### config.mk
export PLATFORM = sky130hd
export DESIGN_NAME = spi_sample_rx_flat
export DESIGN_NICKNAME = d
export VERILOG_FILES = /design/src/rtl/spi_sample_rx_pkg.sv /design/src/rtl/spi_sample_rx_if.sv /design/src/rtl/spi_sample_rx_fifo.sv /design/src/rtl/spi_sample_rx.sv /design/src/flat_wrapper.sv
export SDC_FILE = /design/constraint.sdc
export NUM_CORES = 1
export LEC_CHECK = 0
export BUFFER_PORTS_ARGS = -buffer_cell sky130_fd_sc_hd__buf_4
export CAP_MARGIN = 20
export CORE_MARGIN = 5
export CORE_UTILIZATION = 45
export DETAILED_ROUTE_END_ITERATION = 10
export GPL_TIMING_DRIVEN = 0
export PLACE_DENSITY = 0.68
export SYNTH_ARGS = -nofsm -noshare
export SYNTH_HDL_FRONTEND = slang
export SYNTH_SLANG_ARGS = --single-unit
### constraint.sdc
create_clock -name clk -period 2.5 [get_ports clk]
set_clock_uncertainty 0.15 [all_clocks]
set_input_delay 0 -clock clk [delete_from_list [all_inputs] [get_ports clk]]
set_output_delay 0 -clock clk [all_outputs]
set_load 0.01 [all_outputs]
### src/rtl/spi_sample_rx_pkg.sv
// Shared defaults and the frame-receiver state encoding.
package spi_pkg;

    localparam int SAMPLE_W_DEF   = 11;
    localparam int FIFO_DEPTH_DEF = 4;

    typedef enum logic [1:0] {
        IDLE,
        SHIFT,
        ERR
    } state_t;

endpackage

### src/rtl/spi_sample_rx_if.sv
// Sample stream out of the receiver: FWFT head, valid/ready handshake, occupancy.
interface spi_sample_rx_if import spi_pkg::*; #(
    parameter int SAMPLE_W   = SAMPLE_W_DEF,
    parameter int FIFO_DEPTH = FIFO_DEPTH_DEF
);
    localparam int CW = $clog2(FIFO_DEPTH + 1);

    logic [SAMPLE_W-1:0] sample;
    logic                valid;
    logic                ready;
    logic [CW-1:0]       count;

    modport master (output sample, output valid, output count, input ready);
    modport slave  (input sample, input valid, input count, output ready);

endinterface

### src/rtl/spi_sample_rx_fifo.sv
// First-word-fall-through sample buffer with occupancy and overflow pulse.
module sample_fifo #(
    parameter int W     = 11,
    parameter int DEPTH = 4
) (
    input  logic                         clk,
    input  logic                         reset,
    input  logic                         push,
    input  logic [W-1:0]                 wr_data,
    input  logic                         ready,
    output logic [W-1:0]                 rd_data,
    output logic                         valid,
    output logic [$clog2(DEPTH+1)-1:0]   count,
    output logic                         overflow
);
    localparam int CW = $clog2(DEPTH + 1);
    localparam int PW = (DEPTH > 1) ? $clog2(DEPTH) : 1;

    logic [W-1:0]  mem_q [DEPTH];
    logic [W-1:0]  mem_d [DEPTH];
    logic [PW-1:0] wr_ptr_q, wr_ptr_d, rd_ptr_q, rd_ptr_d;
    logic [CW-1:0] cnt_q, cnt_d;
    logic          ovf_q, ovf_d;
    logic          full, empty, do_pop, do_push;

    // Pointers wrap at DEPTH even when DEPTH is not a power of two.
    function automatic logic [PW-1:0] ptr_inc(input logic [PW-1:0] p);
        return (p == PW'(DEPTH - 1)) ? '0 : p + 1'b1;
    endfunction

    // A push into a full buffer is still accepted when the head leaves in the same cycle.
    always_comb begin
        empty    = (cnt_q == '0);
        full     = (cnt_q == CW'(DEPTH));
        do_pop   = ready & ~empty;
        do_push  = push & (~full | do_pop);
        mem_d    = mem_q;
        wr_ptr_d = wr_ptr_q;
        rd_ptr_d = rd_ptr_q;
        cnt_d    = cnt_q;
        ovf_d    = push & full & ~do_pop;
        if (do_push) begin
            mem_d[wr_ptr_q] = wr_data;
            wr_ptr_d        = ptr_inc(wr_ptr_q);
        end
        if (do_pop)
            rd_ptr_d = ptr_inc(rd_ptr_q);
        case ({do_push, do_pop})
            2'b10:   cnt_d = cnt_q + 1'b1;
            2'b01:   cnt_d = cnt_q - 1'b1;
            default: cnt_d = cnt_q;
        endcase
    end

    // Storage, pointers and occupancy.
    always_ff @(posedge clk or negedge reset) begin
        if (!reset) begin
            for (int i = 0; i < DEPTH; i++) mem_q[i] <= '0;
            wr_ptr_q <= '0;
            rd_ptr_q <= '0;
            cnt_q    <= '0;
            ovf_q    <= 1'b0;
        end else begin
            mem_q    <= mem_d;
            wr_ptr_q <= wr_ptr_d;
            rd_ptr_q <= rd_ptr_d;
            cnt_q    <= cnt_d;
            ovf_q    <= ovf_d;
        end
    end

    assign rd_data  = mem_q[rd_ptr_q];
    assign valid    = ~empty;
    assign count    = cnt_q;
    assign overflow = ovf_q;

endmodule

### src/rtl/spi_sample_rx.sv
// SPI mode-0 slave receiver: one ncs-low period carries one SAMPLE_W-bit frame,
// MSB first; good frames land in a small FWFT buffer.
module spi_sample_rx import spi_pkg::*; #(
    parameter int SAMPLE_W   = SAMPLE_W_DEF,
    parameter int FIFO_DEPTH = FIFO_DEPTH_DEF
) (
    input  logic            clk,
    input  logic            reset,
    input  logic            sclk,
    input  logic            ncs,
    input  logic            din,
    spi_sample_rx_if.master out_if,
    output logic            frame_err,
    output logic            overflow
);
    localparam int CNTW = $clog2(SAMPLE_W + 1);

    logic [1:0] ncs_sync_q, ncs_sync_d, sclk_sync_q, sclk_sync_d, din_sync_q, din_sync_d;
    logic       ncs_s, sclk_s, din_s;
    logic       ncs_prev_q, ncs_prev_d, sclk_prev_q, sclk_prev_d;
    logic       ncs_rise_q, ncs_rise_d, ncs_fall_q, ncs_fall_d;
    logic       sclk_rise_q, sclk_rise_d, din_q, din_d;
    logic [1:0] settle_q, settle_d;
    logic       armed_q, armed_d;

    state_t              state_q;
    logic [CNTW-1:0]     bit_cnt_q;
    logic [SAMPLE_W-1:0] shift_q;
    logic                push_q, frame_err_q;

    assign ncs_s  = ncs_sync_q[1];
    assign sclk_s = sclk_sync_q[1];
    assign din_s  = din_sync_q[1];

    // Synchronizers and registered edge flags; din is delayed to line up with sclk_rise_q.
    // armed only sets once a settled ncs_s has been seen high, so the reset value of the
    // ncs synchronizer cannot fake a falling edge in the middle of a frame.
    always_comb begin
        ncs_sync_d  = {ncs_sync_q[0], ncs};
        sclk_sync_d = {sclk_sync_q[0], sclk};
        din_sync_d  = {din_sync_q[0], din};
        ncs_prev_d  = ncs_s;
        sclk_prev_d = sclk_s;
        ncs_rise_d  = ncs_s & ~ncs_prev_q;
        ncs_fall_d  = ~ncs_s & ncs_prev_q;
        sclk_rise_d = sclk_s & ~sclk_prev_q;
        din_d       = din_s;
        settle_d    = {settle_q[0], 1'b1};
        armed_d     = armed_q | (settle_q[1] & ncs_s);
    end

    // Front-end registers.
    always_ff @(posedge clk or negedge reset) begin
        if (!reset) begin
            ncs_sync_q  <= 2'b11;
            sclk_sync_q <= 2'b00;
            din_sync_q  <= 2'b00;
            ncs_prev_q  <= 1'b1;
            sclk_prev_q <= 1'b0;
            ncs_rise_q  <= 1'b0;
            ncs_fall_q  <= 1'b0;
            sclk_rise_q <= 1'b0;
            din_q       <= 1'b0;
            settle_q    <= 2'b00;
            armed_q     <= 1'b0;
        end else begin
            ncs_sync_q  <= ncs_sync_d;
            sclk_sync_q <= sclk_sync_d;
            din_sync_q  <= din_sync_d;
            ncs_prev_q  <= ncs_prev_d;
            sclk_prev_q <= sclk_prev_d;
            ncs_rise_q  <= ncs_rise_d;
            ncs_fall_q  <= ncs_fall_d;
            sclk_rise_q <= sclk_rise_d;
            din_q       <= din_d;
            settle_q    <= settle_d;
            armed_q     <= armed_d;
        end
    end

    // Frame FSM: shift on sclk rises, judge the frame on the ncs rise; push/frame_err are one-cycle pulses.
    always_ff @(posedge clk or negedge reset) begin
        if (!reset) begin
            state_q     <= IDLE;
            bit_cnt_q   <= '0;
            shift_q     <= '0;
            push_q      <= 1'b0;
            frame_err_q <= 1'b0;
        end else begin
            push_q      <= 1'b0;
            frame_err_q <= 1'b0;
            case (state_q)
                IDLE: begin
                    if (ncs_fall_q && armed_q) begin
                        state_q   <= SHIFT;
                        bit_cnt_q <= '0;
                        shift_q   <= '0;
                    end
                end
                SHIFT: begin
                    if (ncs_rise_q) begin
                        state_q <= IDLE;
                        if (bit_cnt_q == CNTW'(SAMPLE_W)) push_q      <= 1'b1;
                        else                              frame_err_q <= 1'b1;
                    end else if (sclk_rise_q) begin
                        if (bit_cnt_q == CNTW'(SAMPLE_W)) begin
                            state_q <= ERR;
                        end else begin
                            shift_q   <= {shift_q[SAMPLE_W-2:0], din_q};
                            bit_cnt_q <= bit_cnt_q + 1'b1;
                        end
                    end
                end
                ERR: begin
                    if (ncs_rise_q) begin
                        state_q     <= IDLE;
                        frame_err_q <= 1'b1;
                    end
                end
                default: state_q <= IDLE;
            endcase
        end
    end

    sample_fifo #(.W(SAMPLE_W), .DEPTH(FIFO_DEPTH)) u_fifo (
        .clk      (clk),
        .reset    (reset),
        .push     (push_q),
        .wr_data  (shift_q),
        .ready    (out_if.ready),
        .rd_data  (out_if.sample),
        .valid    (out_if.valid),
        .count    (out_if.count),
        .overflow (overflow)
    );

    assign frame_err = frame_err_q;

endmodule

### src/flat_wrapper.sv
// flat-port wrapper written by rule: the top's interface ports become plain ports
module spi_sample_rx_flat import spi_pkg::*;
#(
    parameter int SAMPLE_W   = SAMPLE_W_DEF,
    parameter int FIFO_DEPTH = FIFO_DEPTH_DEF
)
  (clk, reset, sclk, ncs, din, frame_err, overflow, out_if_sample, out_if_valid, out_if_count, out_if_ready);
  spi_sample_rx_if #(.SAMPLE_W(SAMPLE_W), .FIFO_DEPTH(FIFO_DEPTH)) out_if_i ();
  input  logic clk;
  input  logic reset;
  input  logic sclk;
  input  logic ncs;
  input  logic din;
  output logic frame_err;
  output logic overflow;
  output wire logic [$bits(out_if_i.sample)-1:0] out_if_sample;
  output wire logic [$bits(out_if_i.valid)-1:0] out_if_valid;
  output wire logic [$bits(out_if_i.count)-1:0] out_if_count;
  input wire logic [$bits(out_if_i.ready)-1:0] out_if_ready;
  assign out_if_sample = out_if_i.sample;
  assign out_if_valid = out_if_i.valid;
  assign out_if_count = out_if_i.count;
  assign out_if_i.ready = out_if_ready;
  spi_sample_rx #(.SAMPLE_W(SAMPLE_W), .FIFO_DEPTH(FIFO_DEPTH)) u_core (.clk(clk), .reset(reset), .sclk(sclk), .ncs(ncs), .din(din), .out_if(out_if_i), .frame_err(frame_err), .overflow(overflow));
endmodule
---- Yosys cells after proc, flatten, opt, wreduce, memory -nomap -nowiden ----
Cells that the tools add are included.
W data, S select, Z words.
storage, ports and cells
  register bits after elaboration ......... 86
  latch bits .............................. 0
  memory bits (writable) .................. 0
  memory bits (read-only) ................. 0
  input port bits ......................... 6
  output and inout port bits .............. 17
  word-level logic and storage cells ...... 105
  memories kept ........................... 0
operators by class
  add/subtract/negate cells ............... 5
  multiply operators ...................... 0
  div/mod/pow operators ................... 0
  magnitude comparators ................... 3
  equal/unequal tests ..................... 15
  shift operators ......................... 0
  muxes and demuxes ....................... 32
  bitwise gates (word level) .............. 18
  reduce and logical (&&, ||, !) cells .... 8
operator list
  operator               number
  $mux W11               7
  $bwmux W44             1
  $bmux W11 S2           1
  $demux W11 S2          1
  $pmux W11 S2           1
  $mux W4                4
  $mux W2                7
  $and A1 B1 Y1          8
  $eq A2 B2 Y1 const B   4
  $pmux W4 S2            1
  $ge A3 B3 Y1 const B   2
  $mux W1                6
  $ne A2 B1 Y1 const B   3
  $ne A3 B1 Y1 const B   2
  $not A1 Y1             6
  $not A2 Y3             2
  $pmux W2 S3            1
  $pmux W3 S2            1
  $reduce_and A5 Y1      1
  $add A2 B1 Y2 const B  2
  $add A4 B1 Y4 const B  1
  $eq A2 B1 Y1 const B   2
  $eq A4 B4 Y1 const B   1
  $ne A2 B2 Y1 const B   2
  11 further kinds       14

---- Longest topological paths before layout ----
Gate-level depths: netlist (run 1).
  word-level depth ........................ 7
  mapped depth ............................ 10
  mapped depth without buffers ............ 9

---- Hierarchy ----
Synthesis (run 1) repeated with hierarchy kept, for this count alone.
unflattened totals
  cell total of the unflattened synthesis .. 273
  area total of the unflattened synthesis .. 3757.4 um^2
by module, submodules not included
  module         instances  cells an instance  area each (um^2)  sequential area each (um^2)
  sample_fifo    1          150                2381.0            1301.2
  spi_sample_rx  1          123                1376.3            854.6

---- Worst setup path before layout (run 1) ----
OpenSTA, ideal clock, no wires.
  kind .................................... flip-flop to flip-flop
  start point ............................. register u_core.u_fifo.cnt_q[1] (netlist: u_core.u_fifo.count[1])
  end point ............................... register u_core.u_fifo.cnt_q[2] (netlist: u_core.u_fifo.count[2])
  library setup time ...................... 127 ps
  arrival time ............................ 1912 ps
  data required time ...................... 2223 ps
  path slack .............................. 311 ps
  cell stages (with the launch flop) ...... 10
  path buffers ............................ 0
  clock period less this slack ............ 2189 ps
  cell sequence ........................... dfrtp_1 > or3_2 > nand2_1 > inv_1 > ha_1 > inv_1 > fa_1 > xor2_1 > nor2_1 > xor2_1
between the ends
  word-level cells in the longest chain between the ends .. 7
  elaborated cells on any way between the ends .. 13
  those cells by class .................... 2 x add/sub; 3 x eq/ne; 1 x mux; 5 x bitwise; 2 x reduce/logical
RTL lines
  element                                            RTL line                  RTL
  from (decl)                                        spi_sample_rx_fifo.sv:22  logic [CW-1:0] cnt_q, cnt_d;
  from (signal assigned)                             spi_sample_rx_fifo.sv:67  cnt_q <= cnt_d;
  $logic_not A3 Y1 *                                 spi_sample_rx_fifo.sv:33  empty = (cnt_q == '0);
  $not A1 Y1 *                                       --
  net out_if_valid                                   flat_wrapper.sv:17        output wire logic [$bits(out_if_i.valid)-1:0] out_if_valid;
  $and A1 B1 Y1 *                                    spi_sample_rx_fifo.sv:35  do_pop = ready & ~empty;
  net u_core.u_fifo.do_pop                           spi_sample_rx_fifo.sv:24  logic full, empty, do_pop, do_push;
  $or A1 B1 Y1                                       spi_sample_rx_fifo.sv:36  do_push = push & (~full | do_pop);
  $and A1 B1 Y1                                      spi_sample_rx_fifo.sv:36
  $eq A2 B1 Y1 or $eq A2 B2 Y1 (tied branches)       spi_sample_rx_fifo.sv:48  case ({do_push, do_pop})
  $pmux W3 S2 or $reduce_bool A2 Y1 (tied branches)  --
Mark *: on every way through the listed nets, which the timed path passes. The rest lies on a longest branch.
A chain may end at the register's enable or synchronous reset.

---- Worst setup path after layout (run 1) ----
  start point ............................. register u_core.u_fifo.cnt_q[1] (netlist: u_core.u_fifo.count[1])
  end point ............................... register u_core.u_fifo.cnt_q[1] (netlist: u_core.u_fifo.count[1])
between the ends
  word-level cells in the longest chain between the ends .. 7
  elaborated cells on any way between the ends .. 13
  those cells by class .................... 2 x add/sub; 3 x eq/ne; 1 x mux; 5 x bitwise; 2 x reduce/logical
RTL lines
  element                                            RTL line
  $logic_not A3 Y1 *                                 spi_sample_rx_fifo.sv:33
  $not A1 Y1 *                                       spi_sample_rx_fifo.sv:35
  $and A1 B1 Y1 *                                    spi_sample_rx_fifo.sv:35
  net u_core.u_fifo.do_pop                           spi_sample_rx_fifo.sv:24
  $or A1 B1 Y1                                       spi_sample_rx_fifo.sv:36
  $and A1 B1 Y1                                      spi_sample_rx_fifo.sv:36
  $eq A2 B1 Y1 or $eq A2 B2 Y1 (tied branches)       spi_sample_rx_fifo.sv:48
  $pmux W3 S2 or $reduce_bool A2 Y1 (tied branches)  --
Marked as above.

==> results of run 1 <==
[cells by family (layout without fill, tap and decap cells)]
group,after synthesis,count (layout)
DFF,86,86
muxes,57,57
and+or+nand+nor,37,37
AOI/OAI and AO/OA,31,31
buffers and inverters,20,64
adders and majority gates,11,11
xor gates and xnor gates,3,3
other,1,1
[registers in the layout (all words and copies together), names as in the netlist, 2 cells and up]
name	cells
u_core.u_fifo.mem_q	44
u_core.u_fifo.wr_ptr_q	2
u_core.u_fifo.rd_ptr_q	2
u_core.u_fifo.count	3
u_core.din_sync_q	2
u_core.settle_q	2
u_core.state_q	2
u_core.ncs_sync_q	2
u_core.shift_q	11
u_core.sclk_sync_q	2
u_core.bit_cnt_q	4
[cell usage in the layout, fill, tap and decap left out, types with 3 or more instances in the layout]
| cell | n |
|---|---|
| dfrtp_1 | 83 |
| mux2_4 | 40 |
| buf_4 | 22 |
| a22o_1 | 12 |
| mux4_2 | 11 |
| inv_1 | 10 |
| ha_1 | 10 |
| clkbuf_8 | 10 |
| nand2_1 | 7 |
| nor2_1 | 6 |
| o21ai_0 | 6 |
| mux2_2 | 6 |
| nor2b_1 | 5 |
| buf_12 | 5 |
| dlygate4sd3_1 | 5 |
| buf_2 | 4 |
| a21oi_1 | 4 |
| nand2_4 | 4 |
| a21o_1 | 3 |
| nand3_1 | 3 |
| clkbuf_1 | 3 |
| dfstp_2 | 3 |
[area by class of cell]
class	count	area, sq um	share of cell area, %
Timing Repair Buffer	28	235	5.28
Clock buffer	13	149	3.34
Buffer	10	115	2.58
Sequential cell	86	2160	48.4
Clock inverter	3	67.6	1.52
Tap cell	105	131	2.95
Inverter	10	37.5	0.843
Multi-Input combinational cell	140	1560	35.1
[stage by stage]
| stage | power (mW) | setup slack [ns] |
|---|---|---|
| after global routing | 2.96 | 0.00993 |
| final | 2.81 | 0.164 |
| after CTS | 2.84 | 0.147 |
| after global placement | 1.77 | 0.217 |
| after detailed placement | 1.78 | 0.167 |
| after floorplan | 1.68 | 0.311 |
[power breakdown]
| group | switching, mW | leakage (nW) | internal (mW) | total, mW |
|---|---|---|---|---|
| Combinational | 0.173 | 1.03 | 0.117 | 0.290 |
| Sequential | 0.0366 | 1.15 | 1.43 | 1.47 |
| Clock | 0.461 | 0.104 | 0.592 | 1.05 |
[per-layer routing]
metal	GRT usage (%)	vias to the layer above
li1	-	955
met1	18.3	1054
met2	20.6	32
met3	4.80	6
met4	3.33	0
met5	0	-
[worst max-delay path, stage by stage (launching register included)]
cell and delay (ns):
dfrtp_1 0.46, or3_2 0.51, nand2_1 0.19, inv_1 0.07, ha_1 0.23, inv_1 0.07
fa_1 0.40, o21ai_0 0.18
[Yosys cell counts, types with 2 or more instances]
| cell | count |
|---|---|
| dfrtp_1 | 83 |
| mux2_4 | 40 |
| a22o_1 | 12 |
| mux4_2 | 11 |
| ha_1 | 10 |
| inv_1 | 10 |
| nand2_1 | 7 |
| mux2_2 | 6 |
| nor2_1 | 6 |
| o21ai_0 | 6 |
| nor2b_1 | 5 |
| a21oi_1 | 4 |
| buf_12 | 4 |
| buf_2 | 4 |
| nand2_4 | 4 |
| a21o_1 | 3 |
| dfstp_2 | 3 |
| nand3_1 | 3 |
| xor2_1 | 2 |
[final timing paths]
check                                     endpoint  slack (ns)  cells after the start
min reg2reg                  u_core.sclk_sync_q[1]        0.20                      0
min in group clk              u_core.din_sync_q[0]        0.15                      2
max in group asynchronous        u_core.ncs_prev_q        1.51                      3
max                         u_core.u_fifo.count[1]        0.16                      7
max reg2reg                 u_core.u_fifo.count[1]        0.16                      7
min                        u_core.u_fifo.mem_q[42]       0.003                      2
[what timing repair did]
item	in CTS	in global routing
hold endpoints to repair	89	0
hold buffers	5	0
setup endpoints to repair	0	1
resized for setup	0	1
==> impl_results.md, run 1 <==
- Post-synth EDFFs: 0
- First-pass DRT Iterations: 4
- Top cells by area, synth: dfrtp_1 (54%), mux2_4 (16%), mux4_2 (6.4%), ha_1 (3.2%), a22o_1 (2.7%)
- Area leader, netlist: dfrtp_1
- Tightest Pin Transition: 0.667 ns
- Crit start category: register
- DR WL met3: 292 um
- Routed WL: 6430 um
- Starting Density: 46.5%
- GP Congestion: 0.809
- Vias in the first global route: 2138
- Syn Nets: 263
- CP arrival: 2.45 ns
- Largest net degree at the start of global routing: 87
- Final setup viols: 0
- Status: complete, no violations
- Multiplexer share of the synthesized area: 23.7%
- Layout cells sized above 1: 39.7%
- Total track usage: 13.4%
- Vias per cell: 5.18
- Yosys warns: 0
- Worst-path clk slew: 0.08 ns
- Antenna violations before repair: 0
- First-pass GRT wire length: 10800 um
- Area delta synth->final: 15.3%
- Core Box Area: 0.00830 sq mm
- Post-CTS Setup Bufs: 0
- CTS root buf: clkbuf_8
- Post-Syn Instances: 246
- Finished Core Util: 53.7%
- Row count: 33
- Final ANT Viol Nets: 0
- M1 WL: 3000 um
- Clock tree buffer depth: 2
- Highest routed metal layer: met4
- FF+latch count, synth: 86
- Period utilisation layout: 93.4%
- Share of the synthesized area in the top cell type: 53.8%
- Crit path from: u_core.u_fifo.count[1]
- IO Pins: 23
- Post-Route Setup TNS: 0 ns
- CP required: 2.61 ns
- Max Cap Viol: 0
- Grt total ovfl: 0
- Ys flop type: dfrtp_1
- Die height: 103 um
- RSZ-0062 raised after global routing: false
- Metal2 WL: 3060 um
- Die X: 103 um
- Post-synth ARST share: 100%
- Sequential-to-total area share from yosys stat: 55.8%
- Tmin final: 2.34 ns
- Design Area, Final: 0.00445 sq mm
- Syn_area_per_cell: 15.7 sq um
- Routed len/inst: 16.3 um
- CTS tree: yes
- Synthesized-area fraction occupied by and/or/nand/nor cells: 6.12%
- Placed Area: 0.00416 sq mm
- Maximum clock rate: 428 MHz
- CTS Sinks: 86
- Ant diodes: 0
- P_leak: 2.28 nW
- CP endpoint kind: register
- Cell Count, Final, Fillers Out: 395
- Placed insts: 373
- Layout Nets: 302
- Hold/Removal Path Class: primary input to asynchronous set/reset pin
- Post-Synth Adder-Cell Area: 3.76%
- Crit-path max FO: 5
- Fillers: 676
- Critical path class: register to register
- Final HPWL DP: 4120 um
- Via count: 2047
- Cell Area, Synth: 0.00386 sq mm
- WHS: 0.00339 ns
- Final hold violations: 0
- Main combinational cell family by area after synthesis: multiplexers
- Relative slew slack: 55.5%
- Power per standard cell area: 631 mW/mm^2
- Worst skew pair latency: 0.34 ns
- DR iter-0 viols: 65
- Worst VDD drop: 0.000407 V
- DRC viols: 0
- Num CTS Buffers: 9
- Die Area: 0.0105 sq mm
- Launching point of the worst reg2reg path: u_core.u_fifo.count[1]
- Post-synthesis compound-gate area fraction: 5.86%
- Max-slew violations: 0
- Synth cell types: 42
- H-tree levels: 3
- Synth Area in XOR/XNOR: 0.680%
- Port Buf Inserts: 22
No activity file was read; power rests on OpenSTA's default activity.
==> run 2: changes to the inputs <==
--- a/config.mk
+++ b/config.mk
@@ -7,11 +7,13 @@
 export LEC_CHECK = 0
 export BUFFER_PORTS_ARGS = -buffer_cell sky130_fd_sc_hd__buf_4
 export CAP_MARGIN = 20
+export CELL_PAD_IN_SITES_DETAIL_PLACEMENT = 0
+export CELL_PAD_IN_SITES_GLOBAL_PLACEMENT = 2
 export CORE_MARGIN = 5
-export CORE_UTILIZATION = 45
+export CORE_UTILIZATION = 44
 export DETAILED_ROUTE_END_ITERATION = 10
 export GPL_TIMING_DRIVEN = 0
-export PLACE_DENSITY = 0.68
+export PLACE_DENSITY = 0.84
 export SYNTH_ARGS = -nofsm -noshare
 export SYNTH_HDL_FRONTEND = slang
 export SYNTH_SLANG_ARGS = --single-unit
==> run 2 against run 1 <==
Compared with the run above: cell count rose by 1.0%; sequential cell count unchanged; clock power shrank 5%; critical endpoint is now u_core.u_fifo.count[2]; largest power group unchanged; highest routed layer unchanged; core utilization decreased by 2.0 points; largest cell class unchanged.
==> impl_results.md, run 2 (synthesis results as in run 1) <==
- CP arrival: 2.43 ns (-0.02 ns)
- Total track usage: 12.8% (-0.67 points)
- Antenna violations before repair: 0 (unchanged)
- Num CTS Buffers: 9 (unchanged)
- Routed len/inst: 16.4 um (+0.60%)
- CTS Sinks: 86 (unchanged)
- Port Buf Inserts: 22 (unchanged)
- Die X: 104 um (+1.0%)
- Fillers: 753 (+11%)
- Design Power: 2.76 mW (-1.9%)
- Clock tree buffer depth: 2 (unchanged)
- Grt total ovfl: 0 (unchanged)
- DRC viols: 0 (unchanged)
- Flop pwr share: 53.2% (+0.9 points)
- Power per standard cell area: 618 mW/mm^2 (-2.1%)
- Routed WL: 6530 um (+1.6%)
- Finished Core Util: 51.7% (-2.0 points)
- P_leak: 2.29 nW (+0.28%)
- Final setup viols: 0 (unchanged)
- Post-CTS Setup Bufs: 0 (unchanged)
- Post-Route Setup TNS: 0 ns (unchanged)
- Relative slew slack: 51.5% (-4.0 points)
- Status: complete, no violations
- Hold/Removal Path Class: primary input to register
- Via count: 2050 (+0.15%)
- Internal Power: 2.05 mW (-4.4%)
- Maximum clock rate: 434 MHz (+1.4%)
- Starting Density: 44.7% (-1.8 points)
- Clock Power Share: 36.2% (-1.2 points)
- Max incr delay on CP: 0.46 ns (-0.05 ns)
- Number of flip-flops in the largest register: 44 (unchanged)
- Final HPWL DP: 4010 um (-2.7%)
- Crit start category: register
- Critical path class: register to register
- Commonest cells after routing, fill and taps aside: dfrtp_1 (83), mux2_4 (40), buf_4 (22), a22o_1 (12), mux4_2 (11)
- Tightest Pin Transition: 0.727 ns (+0.0602 ns)
- Placed insts: 376 (+0.80%)
- CP endpoint kind: register
- Layout cells sized above 1: 40.5% (+0.89 points)
- Tmin final: 2.30 ns (-0.0329 ns)
- Die Area: 0.0108 sq mm (+2.0%)
- IO Pins: 23 (unchanged)
- Vias per cell: 5.14 (-0.86%)
- CP max stage cell: dfrtp_1
- Worst-path clk slew: 0.08 ns (about the same)
- Area delta synth->final: 15.6%
- Crit-path max FO: 9 (+4)
- Vias in the first global route: 2147 (+0.42%)
- Dpl ws: 0.168 ns (+0.00118 ns)
- Logic pwr share: 10.7% (+0.4 points)
- First-pass DRT Iterations: 4 (unchanged)
- Largest net degree at the start of global routing: 87 (unchanged)
- RSZ-0062 raised after global routing: false
- Worst R2R Setup Slack: 0.20 ns (+0.03 ns)
- Design Area, Final: 0.00447 sq mm (+0.25%)
- CP delay by family, top: simple AND/OR/NAND/NOR gates
- Switch share: 25.8% (+2.0 points)
- Max Cap Viol: 0 (unchanged)
- Most common cell after layout, fill and taps aside: dfrtp_1
- First-pass GRT wire length: 11000 um (+1.3%)
- Core Box Area: 0.00864 sq mm (+4.1%)
- Ant diodes: 0 (unchanged)
- CTS root buf: clkbuf_8
- Placed Area: 0.00416 sq mm (about the same)
- Worst-path cell chain: nor4b_4 -> nor2b_1 -> buf_6 -> inv_1 -> ha_1 -> inv_1 -> fa_1 -> xor2_1 -> nor2_1 -> xor2_1
- Final worst setup slack: 0.197 ns (+0.0329 ns)
- Cell Count, Final, Fillers Out: 399 (+1.0%)
- Period utilisation layout: 92.1% (-1.3 points)
- GP Congestion: 0.764 (-5.6%)
- Final hold violations: 0 (unchanged)
- Layout Nets: 303 (+0.33%)
- NetSw: 713 uW (+6.3%)
- Row count: 34 (+3.0%)
- Critical path buffers and inverters: 3 (+1)
- Final ANT Viol Nets: 0 (unchanged)
- WHS: 0.152 ns (+0.149 ns)
- CTS tree: yes
- H-tree levels: 3 (unchanged)
- CP required: 2.62 ns (about the same)
- Regs by FF count: u_core.u_fifo.mem_q: 44 flops, u_core.shift_q: 11 flops, u_core.bit_cnt_q: 4 flops
- Die height: 104 um (+1.0%)
- Max-slew violations: 0 (unchanged)
- Worst skew pair latency: 0.35 ns (about the same)
- DR iter-0 viols: 91 (+40%)
- Worst VDD drop: 0.000333 V (-18%)
- Reg with most FFs: u_core.u_fifo.mem_q
[run 2: cell types whose count changed in the layout (fill, tap and decap cells not counted), sizes merged]
| cell | previous run | this run |
|---|---|---|
| clkinv | 0 | 3 |
| bufinv | 2 | 1 |
| inv | 10 | 11 |
| dlygate4sd3 | 5 | 6 |
| clkbuf | 13 | 10 |
[run 2: worst paths after layout]
path                                   startpoint                      end  depth (start not counted)
setup / recovery           u_core.u_fifo.count[1]   u_core.u_fifo.count[2]                         10
hold / removal                                din     u_core.din_sync_q[0]                          2
setup reg to reg           u_core.u_fifo.count[1]   u_core.u_fifo.count[2]                         10
hold reg to reg              u_core.din_sync_q[1]             u_core.din_q                          0
max in group asynchronous                   reset     u_core.ncs_sync_q[0]                          4
min in group asynchronous                   reset  u_core.u_fifo.mem_q[39]                          3
[run 2: power by group through the flow]
| stage | clock, mW | combinational (mW) | sequential (mW) |
|---|---|---|---|
| after floorplan | 0 | 0.194 | 1.49 |
| after global placement | 0 | 0.284 | 1.50 |
| after detailed placement | 0 | 0.285 | 1.50 |
| after CTS | 1.03 | 0.293 | 1.47 |
| after global routing | 1.10 | 0.332 | 1.48 |
| final | 0.998 | 0.294 | 1.47 |
[run 2: routing by layer]
metal  global-route usage [%]  vias up  routed length, um
li1                         -      961                  -
met1                     18.0     1049               3230
met2                     18.9       34               3020
met3                     3.67        6                227
met4                     4.26        0                 57
met5                        0        -                  0
[run 2: cell type report]
| class | instances | area [sq um] | share of cell area, % |
|---|---|---|---|
| Clock inverter | 6 | 68.8 | 1.54 |
| Inverter | 10 | 37.5 | 0.841 |
| Sequential cell | 86 | 2160 | 48.3 |
| Buffer | 10 | 115 | 2.58 |
| Timing Repair Buffer | 29 | 253 | 5.66 |
| Multi-Input combinational cell | 140 | 1560 | 35.0 |
| Tap cell | 108 | 135 | 3.03 |
| Clock buffer | 10 | 138 | 3.08 |
[run 2: what timing repair did]
item / 4_1_cts / 5_1_grt
hold buffers: 5 / 1
gates resized for setup: 0 / 1
endpoints found under the setup margin: 0 / 1
endpoints found under the hold margin: 89 / 13
